$ cat src/rtl/triggered_timer_bank.sv
// triggered_timer_bank: bank of independent triggered down-counting timers with one-shot/periodic modes
module triggered_timer_bank #(
   parameter int NUM_CHANNELS = 4,
   parameter int COUNTER_BITS = 8,
   parameter bit RETRIGGER    = 1'b0
) (
   input  logic                                 clk,
   input  logic                                 reset,
   input  logic                                 clk_en,
   input  logic                                 en,
   input  logic [NUM_CHANNELS*COUNTER_BITS-1:0] count,
   input  logic [NUM_CHANNELS-1:0]              trigger,
   input  logic [NUM_CHANNELS-1:0]              periodic,
   input  logic [NUM_CHANNELS-1:0]              abort,
   output logic [NUM_CHANNELS-1:0]              done,
   output logic [NUM_CHANNELS-1:0]              rdy,
   output logic [NUM_CHANNELS*COUNTER_BITS-1:0] remaining
);
   typedef enum logic {IDLE, RUN} state_t;
   localparam logic [COUNTER_BITS-1:0] ONE = COUNTER_BITS'(1);
   logic tick;
   assign tick = clk_en & en;
   for (genvar i = 0; i < NUM_CHANNELS; i++) begin : g_ch
      state_t st, st_n;
      logic [COUNTER_BITS-1:0] rem, rem_n, rld, rld_n, cnt;
      logic md, md_n, dn, dn_n;
      assign cnt = count[i*COUNTER_BITS +: COUNTER_BITS];
      assign done[i] = dn;
      assign rdy[i] = (st == IDLE);
      assign remaining[i*COUNTER_BITS +: COUNTER_BITS] = rem;
      // next state: abort beats trigger beats tick; expiry reloads in periodic mode, idles otherwise
      always_comb begin
         st_n  = st;
         rem_n = rem;
         rld_n = rld;
         md_n  = md;
         dn_n  = 1'b0;
         if (st == IDLE) begin
            if (trigger[i] && !abort[i]) begin
               st_n  = RUN;
               rem_n = cnt;
               rld_n = cnt;
               md_n  = periodic[i];
            end
         end else if (abort[i]) begin
            st_n  = IDLE;
            rem_n = '0;
         end else if (trigger[i] && RETRIGGER) begin
            rem_n = cnt;
            rld_n = cnt;
            md_n  = periodic[i];
         end else if (tick) begin
            if (rem > ONE) begin
               rem_n = rem - ONE;
            end else begin
               dn_n  = 1'b1;
               st_n  = md ? RUN : IDLE;
               rem_n = md ? rld : '0;
            end
         end
      end
      // channel registers, cleared asynchronously
      always_ff @(posedge clk or posedge reset) begin
         if (reset) begin
            st  <= IDLE;
            rem <= '0;
            rld <= '0;
            md  <= 1'b0;
            dn  <= 1'b0;
         end else begin
            st  <= st_n;
            rem <= rem_n;
            rld <= rld_n;
            md  <= md_n;
            dn  <= dn_n;
         end
      end
   end
endmodule

$ cat config.mk
export PLATFORM = sky130hd
export DESIGN_NAME = triggered_timer_bank
export DESIGN_NICKNAME = d
export VERILOG_FILES = /design/src/rtl/triggered_timer_bank.sv
export SDC_FILE = /design/constraint.sdc
export NUM_CORES = 1
export LEC_CHECK = 0
export CAP_MARGIN = 10
export CORE_ASPECT_RATIO = 1.75
export CORE_MARGIN = 5
export CORE_UTILIZATION = 51
export CTS_CLUSTER_DIAMETER = 100
export DETAILED_ROUTE_END_ITERATION = 8
export GPL_TIMING_DRIVEN = 0
export PLACE_DENSITY = 0.8
export SYNTH_ARGS = -nofsm -noshare
export SYNTH_HDL_FRONTEND = slang
export SYNTH_SLANG_ARGS = --single-unit
$ cat constraint.sdc
create_clock -name clk -period 2.93 [get_ports clk]
set_clock_uncertainty 0.05 [all_clocks]
set_input_delay 0.7325 -clock clk [delete_from_list [all_inputs] [get_ports clk]]
set_output_delay 0.7325 -clock clk [all_outputs]
set_load 0.005 [all_outputs]
# ---- After elaboration in Yosys (flattened, before gate mapping)
# Index checks and enable logic that the tools add are counted.
# Widths: inputs -> output; s select.
dict set report word_totals {
  elab_cells 121
  out_inout_bits 40
  ff_bits 76
}
dict set report classes {
  eq_ne 4
  n_lt_le_gt_ge 4
  reduce_logical 20
  addsub 4
  bitwise 5
  mux 64
}
# cell n
set ops {}
lappend ops {{$mux 8} 24}
lappend ops {{$mux 1} 40}
lappend ops {{$gt 8x1->1 const B} 4}
lappend ops {{$sub 8x1->8 const B} 4}
lappend ops {{$reduce_and 2->1} 8}
lappend ops {{$ne 3x3->1 const B} 4}
lappend ops {{$reduce_bool 2->1} 4}
lappend ops {{$logic_and 1x1->1} 4}
lappend ops {{$logic_not 1->1} 4}
lappend ops {{$not 1->1} 4}
lappend ops {{$and 1x1->1} 1}

# ---- Longest topological paths before layout
dict set report depth {
  ltp_word 5
  ltp_mapped 8
}

# ---- Worst setup path before layout
# Ideal clock, no wire load.
dict set report synth_timing {
  kind {flip-flop to flip-flop}
  start {register g_ch[2].rem[2]}
  end {register g_ch[2].rem[7]}
  n_path_buf 0
  arrival_time_ps 1939
  setup_slack_ps 815
  stages_incl_launch_ff 6
  setup_time_ps 126
  cell_sequence {dfrtp_1 or4_4 or4_4 a21oi_1 a2111oi_0 a221o_1}
}
dict set report synth_via {
  elab_chain_len 5
}
# element line
set synth_rtl {}
lappend synth_rtl {{from (decl)} 25} ;# logic [COUNTER_BITS-1:0] rem, rem_n, rld, rld_n, cnt;
lappend synth_rtl {{from (signal assigned)} 72} ;# rem <= rem_n;
lappend synth_rtl {{$sub 8x1->8 or $gt 8x1->1 (tied branches)} {54, 53}}
lappend synth_rtl {{$mux 8 (*)} 53} ;# if (rem > ONE) begin
lappend synth_rtl {{$mux 8 (*)} 52} ;# end else if (tick) begin
lappend synth_rtl {{$mux 8 (*)} 45} ;# end else if (abort[i]) begin
lappend synth_rtl {{$mux 8 (*)} 38} ;# if (st == IDLE) begin
# Every way passes the cells marked *; elsewhere a longest branch is shown, timed or not. The select of a mux whose other input is x is not followed.
# A chain may end at the register's enable or synchronous reset.

# ---- Worst setup path after layout
dict set report layout_timing {
  start {input abort[3]}
  end {register g_ch[3].rem[0]}
}
dict set report layout_via {
  elab_chain_len 4
}
# element line
set layout_rtl {}
lappend layout_rtl {{from (decl)} 14} ;# input logic [NUM_CHANNELS-1:0] abort,
lappend layout_rtl {{$logic_not 1->1} 39} ;# if (trigger[i] && !abort[i]) begin
lappend layout_rtl {{$logic_and 1x1->1} 39}
lappend layout_rtl {{$reduce_bool 2->1 (no line)} n/a}
lappend layout_rtl {{$reduce_and 2->1 (no line)} n/a}
lappend layout_rtl {{to (signal assigned)} 72}
lappend layout_rtl {{to (decl)} 25}
# Parallel ways exist; a longest one is shown, timed or not.

==> run summary <==
Syn Area/Cell - 9.58 um2
Worst reg2reg startpoint - g_ch[2].rem[2]$_DFFE_PP0P_
Post-synthesis cell type count - 46
PnR worst setup slack - 0.295 ns
Sw frac - 0.307
Post-synthesis cell area - 4140 um2
Initial antenna violation count - 0
Post-DP Area - 5150 um2
Simple-gate portion of the synthesized area - 0.159
GR Util met1 - 0.257
Layout Utilization - 0.687
Final Slew Violations - 0
Final Hold Fails - 0
Hold_ws - 0.450 ns
Max_slew headroom - 0.501
Total grt overflow - 0
Slowest stage delay, CP - 0.65 ns
Pre-CTS setup slack - -0.0623 ns
Clk sinks - 76
RD Place Congestion - 0.878
TritonCTS clock tree - built
Post-route cell area - 5430 um2
Max Cap Violations - 0
First-pass GRT wire length - 17,900 um
Worst path bufs/invs - 1
Die Wd - 78.1 um
Adder-cell share of the synthesized area - 0.0242
Antenna Nets Post-Route - 0
XOR/XNOR Fraction of Synth Area - 0.0275
Period utilisation layout - 0.899
M3 GR Usage - 0.0355
Core area - 7910 um2
Final setup viols - 0
DP Cell Count - 610
Root buf cell - clkbuf_16
Synth Area in Compound Gates - 0.201
DIE AREA - 10,100 um2
H-tree Lvls - 3
Status - completed
Worst Hold Class - reg2reg
Number of buffers created by CTS - 9
Net Switching - 1.06 mW
Maximum root-to-sink buffer count - 2
Cell Pwr Density - 637 nW/um2
Area Growth Syn to Fin - 31.2%
WS Path Type - in2reg
Crit path time final - 2.64 ns
Clk_lat worst skew - 0.34 ns
CP arrival - 2.81 ns
Total track usage - 0.217
Initial core utilization - 0.523
Main combinational cell family by area after synthesis - compound AO/OA/AOI/OAI gates
Critical Path RT - 3.10 ns
Die Span Y - 129 um
Final wirelength - 10,500 um
Fill cells - 642
Hold Buf Count CTS - 0
Share of layout cells above drive strength 1 - 0.116
Busiest layer in global routing - met2
CP cell instances - clkdlybuf4s50_1 > nor3b_2 > nor2_1 > a41o_1 > a221o_1
Setup_tns - 0 ns
Met2 GRT Util - 0.380
Max stage delay cell, worst path - nor3b_2
Port Buffer Count - 87
Crit path from - abort[3]
CTS resizes - 0
Internal Power - 2.40 mW
#FFs+latches synth - 76
Syn_nets - 488
Startpoint Class - input port
Worst Min Path Start - g_ch[2].rld[2]$_DFFE_PP0P_
Top Ports - 88
Final std cells w/o fill - 626
Detailed Place HPWL - 7510 um
Reg clk slew, reported paths - 0.06 ns
Final net count - 587
Vias in the first global route - 3,780
Reg power frac - 0.412
Synth warnings - 0
Post-CTS Setup Repair Bufs - 0
Largest net degree at the start of global routing - 44
Power, Total - 3.46 mW
Top_reg_cell synth - dfrtp_1
Max Freq - 379 MHz
Diodes inserted - 0
WL/cell - 16.8 um
DRT iter0 DRCs - 220
Maximum VDD drop - 431 uV
Mux cell area share after synthesis - 0.0922
Power share of the clock group - 0.314
Pre-antenna DRT Iters - 5
Crit Path Max Fanout - 9
EDFF count, synth - 0
DRC Markers - 0
Synthesized instance count - 432
Row count - 43
Vias - 3,736
Fraction of synthesis flops using an asynchronous set or reset pin - 1.00
Worst Setup End Kind - flip-flop
Drt via density - 5.97
Sequential cell area fraction in the yosys report - 0.459
Worst Tran Pin Value - 0.746 ns
Combinational Power Share - 0.274
RSZ-0062 raised after global routing - no
CP delay by family, top - simple AND/OR/NAND/NOR gates
P_leak - 2.26 nW
[layer usage]
layer	wire, um	share of wire
met5	0	0
met4	294	0.028
met3	501	0.048
met2	5670	0.54
met1	4080	0.39
[area by class of cell]
cell class	count	area (um2)	share of cell area
timing repair buffer	88	891	0.164
buffer	19	90.1	0.0166
clock buffer	11	233	0.0428
sequential	76	1900	0.350
multi-input combinational	320	2080	0.384
tap	90	113	0.0207
inverter	17	66.3	0.0122
clock inverter	5	52.6	0.00968
[placed cells by master (no fill, tap or decap), types with 6 or more instances in the layout]
cell             count
mux2_2              33
dfrtp_1             76
nor2_1              48
o21ai_0             33
ha_1                 8
nand2b_1             7
clkbuf_16            9
clkbuf_1            14
nor3b_1              7
a31oi_1             11
nand2_1             28
xnor2_1              9
nor3_1              10
and3_1               7
a22oi_1             12
clkdlybuf4s50_1     87
inv_1               14
a21oi_1             37
a211oi_1             7
a21o_1               6
[worst paths after layout]
check / cells after the start / end / slack (ns)
setup / recovery: 5 / g_ch[3].rem[0]$_DFFE_PP0P_ / 0.29
hold / removal: 1 / g_ch[2].rld[2]$_DFFE_PP0P_ / 0.45
setup reg to reg: 6 / g_ch[2].rem[6]$_DFFE_PP0P_ / 0.65
hold reg to reg: 1 / g_ch[2].rld[2]$_DFFE_PP0P_ / 0.45
max in group asynchronous: 3 / g_ch[0].rem[6]$_DFFE_PP0P_ / 1.55
min in group asynchronous: 2 / g_ch[2].dn$_DFF_PP0_ / 0.71
[cells in the mapped netlist, types with 8 or more instances]
cell type | n | area, um2
a21oi_1 | 37 | 185
a22oi_1 | 12 | 90.1
a31oi_1 | 11 | 68.8
clkbuf_1 | 12 | 45.0
dfrtp_1 | 76 | 1900
ha_1 | 8 | 100
inv_1 | 15 | 56.3
mux2_2 | 33 | 372
nand2_1 | 28 | 105
nor2_1 | 48 | 180
nor3_1 | 10 | 50.1
o21ai_0 | 33 | 165
xnor2_1 | 9 | 78.8
[registers in the layout, indices dropped and copies added, names as in the netlist]
register,count
g_ch.rem,32
g_ch.rld,32
g_ch.st,4
g_ch.md,4
g_ch.dn,4
[power groups by stage]
| stage | sequential [mW] | clock, mW | combinational, mW |
|---|---|---|---|
| global placement | 1.43 | 0 | 0.916 |
| CTS | 1.42 | 1.09 | 0.955 |
| floorplan | 1.40 | 0 | 0.559 |
| global route | 1.46 | 1.15 | 1.06 |
| detailed placement | 1.44 | 0 | 0.946 |
| finish | 1.43 | 1.09 | 0.948 |
[worst register-to-register path: cells and delay by family (launching register included)]
kind / cells / cell delay, ns
buffers and inverters: 1 / 0.30
AOI/OAI and AO/OA: 3 / 0.38
and+or+nand+nor: 2 / 1.03
DFF: 1 / 0.45
[kinds of logic (layout without fill, tap and decap cells)]
logic type | Yosys count | in the layout
AO/OA/AOI/OAI | 133 | 133
AND/OR/NAND/NOR | 132 | 132
flip-flops | 76 | 76
buffers and inverters | 36 | 140
multiplexers | 34 | 34
XOR/XNOR | 13 | 13
adder cells (fa/ha/maj) | 8 | 8
Power figures use the tool's default switching activity.
